### config.mk
export PLATFORM = sky130hd
export DESIGN_NAME = ps2_key_tracker_flat
export DESIGN_NICKNAME = d
export VERILOG_FILES = /design/src/rtl/ps2_key_tracker_pkg.sv /design/src/rtl/ps2_key_tracker_if.sv /design/src/rtl/ps2_key_tracker_frame_rx.sv /design/src/rtl/ps2_key_tracker.sv /design/src/flat_wrapper.sv
export SDC_FILE = /design/constraint.sdc
export NUM_CORES = 1
export LEC_CHECK = 0
export CAP_MARGIN = 20
export CORE_MARGIN = 2
export CORE_UTILIZATION = 45
export CTS_BUF_LIST = sky130_fd_sc_hd__clkbuf_16
export DETAILED_ROUTE_END_ITERATION = 8
export HOLD_SLACK_MARGIN = 0.06
export PLACE_DENSITY_LB_ADDON = 0.05
export RECOVER_POWER = 50
export SLEW_MARGIN = 20
export SYNTH_ARGS = -nofsm -noshare
export SYNTH_HDL_FRONTEND = slang
export SYNTH_HIERARCHICAL = 1
export SYNTH_SLANG_ARGS = --single-unit
### constraint.sdc
create_clock -name clk_100mhz -period 10.4 [get_ports clk_100mhz]
set_input_delay 3.12 -clock clk_100mhz [delete_from_list [all_inputs] [get_ports clk_100mhz]]
set_output_delay 3.12 -clock clk_100mhz [all_outputs]
set_load 0.02 [all_outputs]
### src/rtl/ps2_key_tracker_pkg.sv
// ps2_pkg: shared constants and types for the PS/2 key tracker.
//   - PS/2 prefix bytes (extended, break, pause) and the pause skip length
//   - key event layout {make, ext, code[7:0]} as a packed struct
//   - receiver FSM state encoding
//   - scan codes used by the tank game
package ps2_pkg;

    localparam logic [7:0] PS2_EXT    = 8'hE0;
    localparam logic [7:0] PS2_BRK    = 8'hF0;
    localparam logic [7:0] PS2_PAUSE  = 8'hE1;
    localparam int         PAUSE_SKIP = 7;

    // Event word layout
    localparam int EVT_W        = 10;
    localparam int EVT_CODE_LSB = 0;
    localparam int EVT_EXT_BIT  = 8;
    localparam int EVT_MAKE_BIT = 9;

    typedef struct packed {
        logic       make;   // 1 = press, 0 = release
        logic       ext;    // E0-prefixed key
        logic [7:0] code;
    } ps2_evt_t;

    typedef enum logic [1:0] {
        RX_IDLE,
        RX_SHIFT,
        RX_CHECK
    } rx_state_t;

    // Game keys (set 2). Arrows are E0-prefixed.
    localparam logic [7:0] KEY_W     = 8'h1D;
    localparam logic [7:0] KEY_A     = 8'h1C;
    localparam logic [7:0] KEY_S     = 8'h1B;
    localparam logic [7:0] KEY_D     = 8'h23;
    localparam logic [7:0] KEY_SPACE = 8'h29;
    localparam logic [7:0] KEY_UP    = 8'h75;
    localparam logic [7:0] KEY_LEFT  = 8'h6B;
    localparam logic [7:0] KEY_DOWN  = 8'h72;
    localparam logic [7:0] KEY_RIGHT = 8'h74;

    // Captured frame tail {stop, parity, data[7:0]}: odd parity and stop = 1.
    function automatic logic frame_ok(input logic [9:0] tail);
        return (^tail[8:0]) && tail[9];
    endfunction

endpackage

### src/rtl/ps2_key_tracker_if.sv
// ps2_key_tracker_if: key event stream from the tracker to the game controller.
//   evt_valid  FIFO head valid
//   evt_ready  consumer accepts head
//   evt_data   {make, ext, code}
//   evt_count  FIFO occupancy
// master = tracker, slave = consumer.
interface ps2_key_tracker_if #(
    parameter int FIFO_DEPTH = 8
);
    import ps2_pkg::*;

    localparam int CNT_W = $clog2(FIFO_DEPTH) + 1;

    logic             evt_valid;
    logic             evt_ready;
    ps2_evt_t         evt_data;
    logic [CNT_W-1:0] evt_count;

    modport master (output evt_valid, evt_data, evt_count, input  evt_ready);
    modport slave  (input  evt_valid, evt_data, evt_count, output evt_ready);

endinterface

### src/rtl/ps2_key_tracker_frame_rx.sv
// ps2_frame_rx: PS/2 line conditioning and 11-bit frame receiver.
//   clk_100mhz, rst_n   system clock, async active-low reset
//   ps2_clk_i/ps2_data_i raw PS/2 pins
//   byte_valid_o        1-cycle strobe, byte_o holds an accepted data byte
//   byte_o              accepted data byte
//   frame_err_o         1-cycle pulse on bad start, parity/stop or watchdog abort
module ps2_frame_rx
    import ps2_pkg::*;
#(
    parameter int FILTER_LEN     = 8,
    parameter int TIMEOUT_CYCLES = 200000
) (
    input  logic       clk_100mhz,
    input  logic       rst_n,
    input  logic       ps2_clk_i,
    input  logic       ps2_data_i,
    output logic       byte_valid_o,
    output logic [7:0] byte_o,
    output logic       frame_err_o
);

    localparam int FW = $clog2(FILTER_LEN);
    localparam int WW = $clog2(TIMEOUT_CYCLES + 1);

    // Synchronizers and filters; index 0 = clock line, 1 = data line.
    logic [1:0]         clk_sync_q, data_sync_q;
    logic [1:0]         raw;
    logic [1:0]         filt_q;
    logic [1:0][FW-1:0] fcnt_q;
    logic               filt_clk_prev_q;
    logic               fall;
    logic               bit_in;

    assign raw = {data_sync_q[1], clk_sync_q[1]};

    // Lines are preset high so reset looks like an idle bus.
    always_ff @(posedge clk_100mhz or negedge rst_n) begin
        if (!rst_n) begin
            clk_sync_q      <= 2'b11;
            data_sync_q     <= 2'b11;
            filt_q          <= 2'b11;
            fcnt_q          <= '0;
            filt_clk_prev_q <= 1'b1;
        end else begin
            clk_sync_q      <= {clk_sync_q[0], ps2_clk_i};
            data_sync_q     <= {data_sync_q[0], ps2_data_i};
            filt_clk_prev_q <= filt_q[0];
            // Filtered level flips only after FILTER_LEN consecutive differing samples.
            for (int i = 0; i < 2; i++) begin
                if (raw[i] == filt_q[i]) begin
                    fcnt_q[i] <= '0;
                end else if (fcnt_q[i] == FW'(FILTER_LEN - 1)) begin
                    filt_q[i] <= raw[i];
                    fcnt_q[i] <= '0;
                end else begin
                    fcnt_q[i] <= fcnt_q[i] + 1'b1;
                end
            end
        end
    end

    assign fall   = filt_clk_prev_q & ~filt_q[0];
    assign bit_in = filt_q[1];

    // Receiver FSM
    rx_state_t     state_q, state_d;
    logic [3:0]    bit_cnt_q, bit_cnt_d;
    logic [9:0]    shift_q, shift_d;       // {stop, parity, data[7:0]} once full
    logic [WW-1:0] wd_q, wd_d;
    logic [7:0]    byte_q, byte_d;
    logic          byte_valid_q, byte_valid_d;
    logic          frame_err_q, frame_err_d;

    // NOTE: state registers use non-blocking (<=) so every flop samples
    // pre-edge values; the next-state logic below uses blocking (=).
    always_ff @(posedge clk_100mhz or negedge rst_n) begin
        if (!rst_n) begin
            state_q      <= RX_IDLE;
            bit_cnt_q    <= '0;
            shift_q      <= '0;
            wd_q         <= '0;
            byte_q       <= '0;
            byte_valid_q <= 1'b0;
            frame_err_q  <= 1'b0;
        end else begin
            state_q      <= state_d;
            bit_cnt_q    <= bit_cnt_d;
            shift_q      <= shift_d;
            wd_q         <= wd_d;
            byte_q       <= byte_d;
            byte_valid_q <= byte_valid_d;
            frame_err_q  <= frame_err_d;
        end
    end

    always_comb begin
        // NOTE: every output of this block is defaulted first so no path
        // leaves a variable unassigned, which would infer a latch.
        state_d      = state_q;
        bit_cnt_d    = bit_cnt_q;
        shift_d      = shift_q;
        wd_d         = wd_q;
        byte_d       = byte_q;
        byte_valid_d = 1'b0;
        frame_err_d  = 1'b0;

        case (state_q)
            RX_IDLE: begin
                wd_d = '0;
                if (fall) begin
                    if (!bit_in) begin
                        state_d   = RX_SHIFT;
                        bit_cnt_d = '0;
                    end else begin
                        frame_err_d = 1'b1;
                    end
                end
            end
            RX_SHIFT: begin
                if (fall) begin
                    wd_d    = '0;
                    shift_d = {bit_in, shift_q[9:1]};   // LSB first
                    if (bit_cnt_q == 4'd9) begin
                        state_d = RX_CHECK;
                    end else begin
                        bit_cnt_d = bit_cnt_q + 4'd1;
                    end
                end else if (wd_q == WW'(TIMEOUT_CYCLES - 1)) begin
                    state_d     = RX_IDLE;
                    frame_err_d = 1'b1;
                end else begin
                    wd_d = wd_q + 1'b1;
                end
            end
            RX_CHECK: begin
                state_d = RX_IDLE;
                if (frame_ok(shift_q)) begin
                    byte_valid_d = 1'b1;
                    byte_d       = shift_q[7:0];
                end else begin
                    frame_err_d = 1'b1;
                end
            end
            default: state_d = RX_IDLE;
        endcase
    end

    assign byte_valid_o = byte_valid_q;
    assign byte_o       = byte_q;
    assign frame_err_o  = frame_err_q;

endmodule

### src/rtl/ps2_key_tracker.sv
// ps2_key_tracker: PS/2 keyboard front end for the tank game.
//   clk_100mhz, rst_n     system clock, async active-low reset
//   ps2_clk, ps2_data     raw PS/2 pins
//   evt (master)          key event FIFO: evt_valid/evt_ready/evt_data/evt_count
//   query_code            {ext, code} to look up in the held-key bitmap
//   query_held            held state of query_code, 1-cycle latency
//   any_held              at least one key held
//   frame_err             1-cycle pulse on a discarded frame
//   fifo_ovf              1-cycle pulse when an event is dropped (FIFO full)
module ps2_key_tracker
    import ps2_pkg::*;
#(
    parameter int FILTER_LEN     = 8,
    parameter int FIFO_DEPTH     = 8,
    parameter int TIMEOUT_CYCLES = 200000,
    parameter int REPORT_REPEAT  = 0
) (
    input  logic               clk_100mhz,
    input  logic               rst_n,
    input  logic               ps2_clk,
    input  logic               ps2_data,
    ps2_key_tracker_if.master  evt,
    input  logic [8:0]         query_code,
    output logic               query_held,
    output logic               any_held,
    output logic               frame_err,
    output logic               fifo_ovf
);

    localparam int AW    = $clog2(FIFO_DEPTH);
    localparam int CNT_W = AW + 1;

    logic       rx_valid;
    logic [7:0] rx_byte;
    logic       rx_err;

    ps2_frame_rx #(
        .FILTER_LEN     (FILTER_LEN),
        .TIMEOUT_CYCLES (TIMEOUT_CYCLES)
    ) u_frame_rx (
        .clk_100mhz   (clk_100mhz),
        .rst_n        (rst_n),
        .ps2_clk_i    (ps2_clk),
        .ps2_data_i   (ps2_data),
        .byte_valid_o (rx_valid),
        .byte_o       (rx_byte),
        .frame_err_o  (rx_err)
    );

    // Prefix decoder: E0/F0 set flags, E1 skips the rest of the Pause sequence.
    logic       ext_q, ext_d;
    logic       brk_q, brk_d;
    logic [2:0] skip_q, skip_d;
    logic       evt_fire;
    ps2_evt_t   evt_new;

    always_comb begin
        ext_d    = ext_q;
        brk_d    = brk_q;
        skip_d   = skip_q;
        evt_fire = 1'b0;
        evt_new  = '{make: ~brk_q, ext: ext_q, code: rx_byte};
        if (rx_err) begin
            ext_d = 1'b0;
            brk_d = 1'b0;
        end else if (rx_valid) begin
            if (skip_q != '0) begin
                skip_d = skip_q - 3'd1;
            end else begin
                case (rx_byte)
                    PS2_EXT:   ext_d  = 1'b1;
                    PS2_BRK:   brk_d  = 1'b1;
                    PS2_PAUSE: skip_d = 3'(PAUSE_SKIP);
                    default: begin
                        evt_fire = 1'b1;
                        ext_d    = 1'b0;
                        brk_d    = 1'b0;
                    end
                endcase
            end
        end
    end

    // Held-key bitmap indexed by {ext, code}
    logic [511:0] bitmap_q, bitmap_d;
    logic [8:0]   key_idx;
    logic         push_req;

    always_comb begin
        bitmap_d = bitmap_q;
        push_req = 1'b0;
        key_idx  = {evt_new.ext, evt_new.code};
        if (evt_fire) begin
            if (evt_new.make) begin
                // Typematic repeat of a held key only reported when enabled.
                push_req          = !bitmap_q[key_idx] || (REPORT_REPEAT != 0);
                bitmap_d[key_idx] = 1'b1;
            end else begin
                push_req          = 1'b1;
                bitmap_d[key_idx] = 1'b0;
            end
        end
    end

    // Event FIFO, first-word fall-through
    ps2_evt_t         mem_q [FIFO_DEPTH];
    logic [AW-1:0]    wr_ptr_q, rd_ptr_q;
    logic [CNT_W-1:0] count_q;
    logic             fifo_valid, full, pop, push_ok, drop;

    assign fifo_valid = (count_q != '0);
    assign full       = (count_q == CNT_W'(FIFO_DEPTH));
    assign pop        = fifo_valid && evt.evt_ready;
    assign push_ok    = push_req && (!full || pop);
    assign drop       = push_req && full && !pop;

    // NOTE: the storage array has no reset; count_q alone says which entries
    // are meaningful, so resetting the array would only cost flops.
    always_ff @(posedge clk_100mhz) begin
        if (push_ok) begin
            mem_q[wr_ptr_q] <= evt_new;
        end
    end

    logic query_held_q, any_held_q, fifo_ovf_q;

    always_ff @(posedge clk_100mhz or negedge rst_n) begin
        if (!rst_n) begin
            ext_q        <= 1'b0;
            brk_q        <= 1'b0;
            skip_q       <= '0;
            bitmap_q     <= '0;
            wr_ptr_q     <= '0;
            rd_ptr_q     <= '0;
            count_q      <= '0;
            query_held_q <= 1'b0;
            any_held_q   <= 1'b0;
            fifo_ovf_q   <= 1'b0;
        end else begin
            ext_q        <= ext_d;
            brk_q        <= brk_d;
            skip_q       <= skip_d;
            bitmap_q     <= bitmap_d;
            query_held_q <= bitmap_q[query_code];
            any_held_q   <= |bitmap_q;
            fifo_ovf_q   <= drop;
            if (push_ok) wr_ptr_q <= wr_ptr_q + 1'b1;   // wraps at FIFO_DEPTH
            if (pop)     rd_ptr_q <= rd_ptr_q + 1'b1;
            case ({push_ok, pop})
                2'b10:   count_q <= count_q + 1'b1;
                2'b01:   count_q <= count_q - 1'b1;
                default: count_q <= count_q;
            endcase
        end
    end

    assign evt.evt_valid = fifo_valid;
    assign evt.evt_data  = fifo_valid ? mem_q[rd_ptr_q] : '0;
    assign evt.evt_count = count_q;
    assign query_held    = query_held_q;
    assign any_held      = any_held_q;
    assign frame_err     = rx_err;
    assign fifo_ovf      = fifo_ovf_q;

endmodule

### src/flat_wrapper.sv
// flat-port wrapper written by rule: the top's interface ports become plain ports
module ps2_key_tracker_flat import ps2_pkg::*;
#(
    parameter int FILTER_LEN     = 8,
    parameter int FIFO_DEPTH     = 8,
    parameter int TIMEOUT_CYCLES = 200000,
    parameter int REPORT_REPEAT  = 0
)
  (clk_100mhz, rst_n, ps2_clk, ps2_data, query_code, query_held, any_held, frame_err, fifo_ovf, evt_evt_valid, evt_evt_data, evt_evt_count, evt_evt_ready);
  ps2_key_tracker_if #(.FIFO_DEPTH(FIFO_DEPTH)) evt_i ();
  input  logic clk_100mhz;
  input  logic rst_n;
  input  logic ps2_clk;
  input  logic ps2_data;
  input  logic [8:0] query_code;
  output logic query_held;
  output logic any_held;
  output logic frame_err;
  output logic fifo_ovf;
  output wire logic [$bits(evt_i.evt_valid)-1:0] evt_evt_valid;
  output wire logic [$bits(evt_i.evt_data)-1:0] evt_evt_data;
  output wire logic [$bits(evt_i.evt_count)-1:0] evt_evt_count;
  input wire logic [$bits(evt_i.evt_ready)-1:0] evt_evt_ready;
  assign evt_evt_valid = evt_i.evt_valid;
  assign evt_evt_data = evt_i.evt_data;
  assign evt_evt_count = evt_i.evt_count;
  assign evt_i.evt_ready = evt_evt_ready;
  ps2_key_tracker #(.FILTER_LEN(FILTER_LEN), .FIFO_DEPTH(FIFO_DEPTH), .TIMEOUT_CYCLES(TIMEOUT_CYCLES), .REPORT_REPEAT(REPORT_REPEAT)) u_core (.clk_100mhz(clk_100mhz), .rst_n(rst_n), .ps2_clk(ps2_clk), .ps2_data(ps2_data), .evt(evt_i), .query_code(query_code), .query_held(query_held), .any_held(any_held), .frame_err(frame_err), .fifo_ovf(fifo_ovf));
endmodule
==> run summary, run 1 <==
YS warnings = 6
Crit-path slowest cell = clkbuf_1
power per cell area = 153.7 mW/mm^2
dpl hpwl = 72950 um
DRT Wirelength = 119300 um
CTS Hold Bufs = 0
worst path cell trace = clkbuf_1 -> nor4b_1 -> a41oi_1 -> nor2b_1 -> clkbuf_1 -> nand2_1 -> nor2_1 -> clkbuf_1 -> a21oi_1 -> a31oi_1
first-pass GRT wire length = 182200 um
Critical Path AT = 8.47 ns
clock root cell = clkbuf_16
Slew HR = -188.2%
final setup fails = 0
Leak Pwr = 15.52 nW
First DRT Iteration DRCs = 3651
violated checks = capacitance limit, slew limit
nets@finish = 3014
register area share after synthesis = 47.52%
synthesized flop and latch total = 667
CTS tree = done
hold_sp = u_core/u_frame_rx/data_sync_q[0]
post-synthesis cell area = 0.03598 mm^2
Crit path largest cell delay = 2.17 ns
number of global-route vias before repair = 27240
gr usage total = 29.12%
multi-input logic area = 0.01749 mm^2
Crit. End Element = flip-flop
routability cong. = 0.8843
Vert. Die Dim = 286.8 um
Final period util = 76.41%
Hold Crit Endpoint = u_core/u_frame_rx/data_sync_q[1]
setup TNS = 0 ns
syn_nets = 3188
f_max = 125.8 MHz
port buffer count = 32
layout cells sized above 1 = 17.15%
non-filler cells, final = 4099
WP data required = 10.92 ns
Worst-Skew Late Latency = 0.64 ns
number of flops mapped to enable cells by yosys = 80
clk slew on worst S/H paths = 0.06 ns
TritonCTS Buffers = 77
placed insts = 3957
CTS Sinks = 667
most frequent cells after synthesis = 580 x dfrtp_1, 541 x a21oi_1, 513 x a31oi_1
DR vias/cell = 6.981
core box area = 0.07913 mm^2
count leader, synth = dfrtp_1
Crit path top cell by count = clkbuf_1
max-slew violation count = 468
Min Clock Period, post-route = 7.947 ns
share of the synthesized area in the top cell type = 40.34%
most used flip-flop cell after synthesis = dfrtp_1
Crit Path Category = reg -> reg
Inserted Diodes = 0
WL/cell = 29.11 um
Die Wd = 286.8 um
Worst setup SP type = flip-flop
initial core utilization = 45.47%
Pre-antenna DRT Iters = 5
Worst R2R Setup Slack = 2.45 ns
RSZ-0062 raised after global routing = no
I/O Pins = 33
largest net degree at the start of global routing = 213
top cells by area, synth = dfrtp_1 40%, mux4_2 15%, a31oi_1 8.9%, a21oi_1 7.5%, edfxtp_1 6.7%
number of unique standard cell types used by synthesis = 73
setup bufs post-CTS = 0
status = complete, but fails checks
DRC viols = 0
Max rail drop VDD = 0.1257 mV
post-route ant nets = 0
Clock Skews = 0.02939 ns
hold path depth = 0
Avg Cell Area, Syn = 11.39 um^2
Post-synth ARST share = 88.01%
max-cap viol count = 15
Synth-to-Final Area Change = 9.642%
full die area = 0.08224 mm^2
H-tree depth = 3
std cell rows = 103
worst-path maximum fanout = 48
Max Root-Sink Buffers = 3
worst r2r path cells = 10
initial antenna violation count = 4
Storage cell area = 0.01710 mm^2
Layout fillers = 7073
worst-margin pin slew = 4.322 ns
RR Startpoint = u_core/u_frame_rx/byte_o[3]
routed vias = 28610
Mapped Cells = 3160
Final Hold Vio Count = 0
Synth area leader = dfrtp_1
post-cts sizing count = 0
worst hold path class = reg -> reg
GRT Residual Overflow = 0
==> power by group <==
part           switching, mW  internal, mW
registers             0.0687          2.68
logic                  0.313         0.258
clock network           1.15          1.60
total                   1.53          4.53
==> cells by family after synthesis <==
kind of cell,count (synthesis),share of synthesized area [%]
multiplexers,428,20.60
XOR/XNOR,21,0.5494
AND/OR/NAND/NOR,439,6.871
adder cells (fa/ha/maj),14,0.5077
AO/OA/AOI/OAI,1206,19.57
buffers and inverters,385,4.378
flip-flops,667,47.52
==> how the worst max path moves through the flow <==
stage | startpoint | to | slack [ns]
floorplan | query_code[0] | u_core/query_held | 4.50
global placement | query_code[0] | u_core/query_held | 3.40
detailed placement | query_code[0] | u_core/query_held | 3.32
CTS | query_code[0] | u_core/query_held | 4.00
global route | u_core/u_frame_rx/byte_o[0] | flip-flop | 1.93
finish | u_core/u_frame_rx/byte_o[3] | flip-flop | 2.45
==> worst max-delay path: cells and delay by family, from the launching register on <==
family | cells | cell delay (ns)
compound gates | 3 | 0.89
simple gates | 4 | 1.78
flops | 1 | 0.35
buf+inv | 3 | 4.77
==> cell type report <==
type	count	share of cell area, %
multi-input cells	2108	44.32
clock inverters	64	1.500
repair buffers	115	2.391
flip-flops and latches	667	43.35
well taps	1050	3.330
inverters	17	0.1617
clock buffers	78	4.947
==> metal layers <==
layer | GRT usage [%] | part of all wire, % | vias to the layer above | wire length [um]
li1 | - | - | 12300 | -
met1 | 42.48 | 43 | 14660 | 51240
met2 | 44.10 | 45 | 1410 | 54040
met3 | 5.190 | 8.4 | 241 | 10020
met4 | 9.844 | 3.4 | 2 | 4020
met5 | 0 | 0.010 | - | 12
==> cell usage in the layout (no fill, tap or decap), types with 25 or more instances in the layout <==
cell / instances
a21oi_1: 541
a22oi_1: 56
a31oi_1: 513
buf_4: 65
clkbuf_16: 78
dfrtp_1: 579
edfxtp_1: 80
inv_1: 32
mux2_2: 25
mux2i_1: 153
mux4_2: 247
nand2_1: 48
nand3_1: 31
nand4_1: 37
nor2_1: 51
nor4_1: 135
o21ai_0: 26
==> stage by stage <==
step                      setup slack, ns  hold WS, ns  total power [mW]  area, um^2  util, %
after floorplan                     4.495       0.3452             3.149       35980        -
final                               2.453       0.3552             6.064       39450    49.86
after CTS                           3.996       0.3549             6.129       39600    50.05
after global routing                1.934       0.3645             6.287       39450    49.86
after detailed placement            3.320       0.3468             3.378       37060    46.83
after global placement              3.400       0.3462             3.360       37020    46.79
(Power assumes the default switching activity.)
==> run 2: changes to the inputs <==
==> constraint.sdc (replaced) <==
create_clock -name clk_100mhz -period 8.1 [get_ports clk_100mhz]
set_input_delay 2.43 -clock clk_100mhz [delete_from_list [all_inputs] [get_ports clk_100mhz]]
set_output_delay 2.43 -clock clk_100mhz [all_outputs]
set_load 0.02 [all_outputs]
==> run summary, run 2 (synthesis results as in run 1) <==
status = complete, but fails checks
violated checks = capacitance limit, slew limit
gr usage total = 29.23%
crit path from = u_core/u_frame_rx/byte_o[6]
setup TNS = 0 ns
crit path to = u_core/evt.evt_count[3]
worst path bufs/invs = 3
Vert. Die Dim = 286.8 um
worst hold path class = reg -> reg
multi-input logic area = 0.01759 mm^2
setup bufs post-CTS = 0
Synth-to-Final Area Change = 9.962%
worst r2r path cells = 18
routed vias = 28790
P_int = 5.733 mW
RSZ-0062 raised after global routing = no
Slew HR = -135.1%
DR vias/cell = 7.021
clock power share = 44.6%
Clock Skews = 0.02353 ns
I/O Pins = 33
RR Startpoint = u_core/u_frame_rx/byte_o[6]
worst-path maximum fanout = 34
most common cell after layout, fill and taps aside = dfrtp_1
WL/cell = 29.34 um
worst hold slack = 0.3544 ns
CTS tree = done
Crit path largest cell delay = 1.44 ns
WP data required = 8.63 ns
Storage cell area = 0.01710 mm^2
Min Clock Period, post-route = 6.320 ns
Worst R2R Setup Slack = 1.78 ns
Worst setup SP type = flip-flop
number of global-route vias before repair = 27210
Crit-path slowest cell = clkbuf_1
DRT Wirelength = 120300 um
routability cong. = 0.9131
switching share of power = 25.27%
largest net degree at the start of global routing = 174
H-tree depth = 3
Layout fillers = 7084
DRC viols = 0
Inserted Diodes = 0
CP delay by family, top = compound AO/OA/AOI/OAI gates
sequential group share of total power = 46.0%
initial core utilization = 45.47%
nets@finish = 3017
post-cts sizing count = 0
worst-margin pin slew = 3.526 ns
total power draw = 7.672 mW
clock root cell = clkbuf_16
First DRT Iteration DRCs = 3440
CTS Sinks = 667
reg-to-reg endpoint = u_core/evt.evt_count[3]
commonest cells after routing, fill and taps aside = 579 x dfrtp_1, 541 x a21oi_1, 513 x a31oi_1
Critical Path AT = 6.85 ns
Crit. End Element = flip-flop
worst path cell trace = clkbuf_1 -> nand3_1 -> nor3_2 -> buf_4 -> o21ai_0 -> a21oi_1 -> o21ai_0 -> a22oi_1 -> nor4b_2 -> a22oi_2 -> nand3_1 -> inv_1 -> ha_1 -> a21o_1 -> a21oi_1 -> or2_2 -> mux2i_1 -> o211ai_1
Leak Pwr = 15.54 nW
layout cells sized above 1 = 17.83%
full die area = 0.08224 mm^2
power per cell area = 193.9 mW/mm^2
Max rail drop VDD = 0.1411 mV
dpl hpwl = 75310 um
GRT Residual Overflow = 0
Die Wd = 286.8 um
core box area = 0.07913 mm^2
final setup fails = 0
max-cap viol count = 4
Final period util = 78.03%
Pre-antenna DRT Iters = 6
CTS Hold Bufs = 0
TritonCTS Buffers = 76
Final Hold Vio Count = 0
max-slew violation count = 269
part of the power in combinational logic = 9.5%
port buffer count = 32
clk slew on worst S/H paths = 0.06 ns
initial antenna violation count = 4
post-route ant nets = 0
cell depth of the worst setup path = 18
f_max = 158.2 MHz
first-pass GRT wire length = 182500 um
Net Switching = 1.939 mW
Crit Path Category = reg -> reg
Worst-Skew Late Latency = 0.63 ns
std cell rows = 103
Max Root-Sink Buffers = 3
==> run 2: layout make-up <==
type | count | area share [%]
Inverter | 17 | 0.1613
Clock buffer | 79 | 4.996
Clock inverter | 61 | 1.192
Tap cell | 1050 | 3.320
Multi-Input combinational cell | 2108 | 44.44
Sequential cell | 667 | 43.23
Timing Repair Buffer | 119 | 2.659
==> run 2: worst min-delay path by stage <==
| stage | start | endpoint | slack (ns) | cells after the start |
|---|---|---|---|---|
| 2_1_floorplan | u_core/u_frame_rx/clk_sync_q[0] | u_core/u_frame_rx/clk_sync_q[1] | 0.35 | 0 |
| 3_3_place_gp | u_core/u_frame_rx/data_sync_q[0] | u_core/u_frame_rx/data_sync_q[1] | 0.35 | 0 |
| 3_5_place_dp | u_core/u_frame_rx/data_sync_q[0] | u_core/u_frame_rx/data_sync_q[1] | 0.35 | 0 |
| 4_1_cts | u_core/u_frame_rx/data_sync_q[0] | u_core/u_frame_rx/data_sync_q[1] | 0.35 | 0 |
| 5_1_grt | u_core/u_frame_rx/data_sync_q[0] | u_core/u_frame_rx/data_sync_q[1] | 0.37 | 0 |
| 6_report | u_core/u_frame_rx/data_sync_q[0] | u_core/u_frame_rx/data_sync_q[1] | 0.35 | 0 |
==> run 2: power groups by stage <==
stage	Sequential (mW)	Clock, mW	Combinational, mW
floorplan	3.55	0	0.492
global placement	3.59	0	0.732
detailed placement	3.59	0	0.744
CTS	3.53	3.48	0.746
global route	3.54	3.62	0.797
finish	3.53	3.42	0.728
==> run 2: layer usage <==
layer	GRT usage (%)	share of wire, %
met1	43.45	43
met5	0	0.022
met2	43.18	45
met3	5.381	8.8
met4	9.974	3.3
==> run 2: metrics by stage <==
| step | utilization, % | cell area (um^2) | cells | worst slack [ns] |
|---|---|---|---|---|
| floorplan | - | 35980 | 3160 | 2.885 |
| global route | 50.00 | 39570 | 4101 | 1.420 |
| finish | 50.00 | 39570 | 4101 | 1.780 |
| CTS | 50.02 | 39580 | 4100 | 2.619 |
| detailed placement | 46.92 | 37130 | 3960 | 2.100 |
| global placement | 46.84 | 37060 | 3958 | 2.130 |
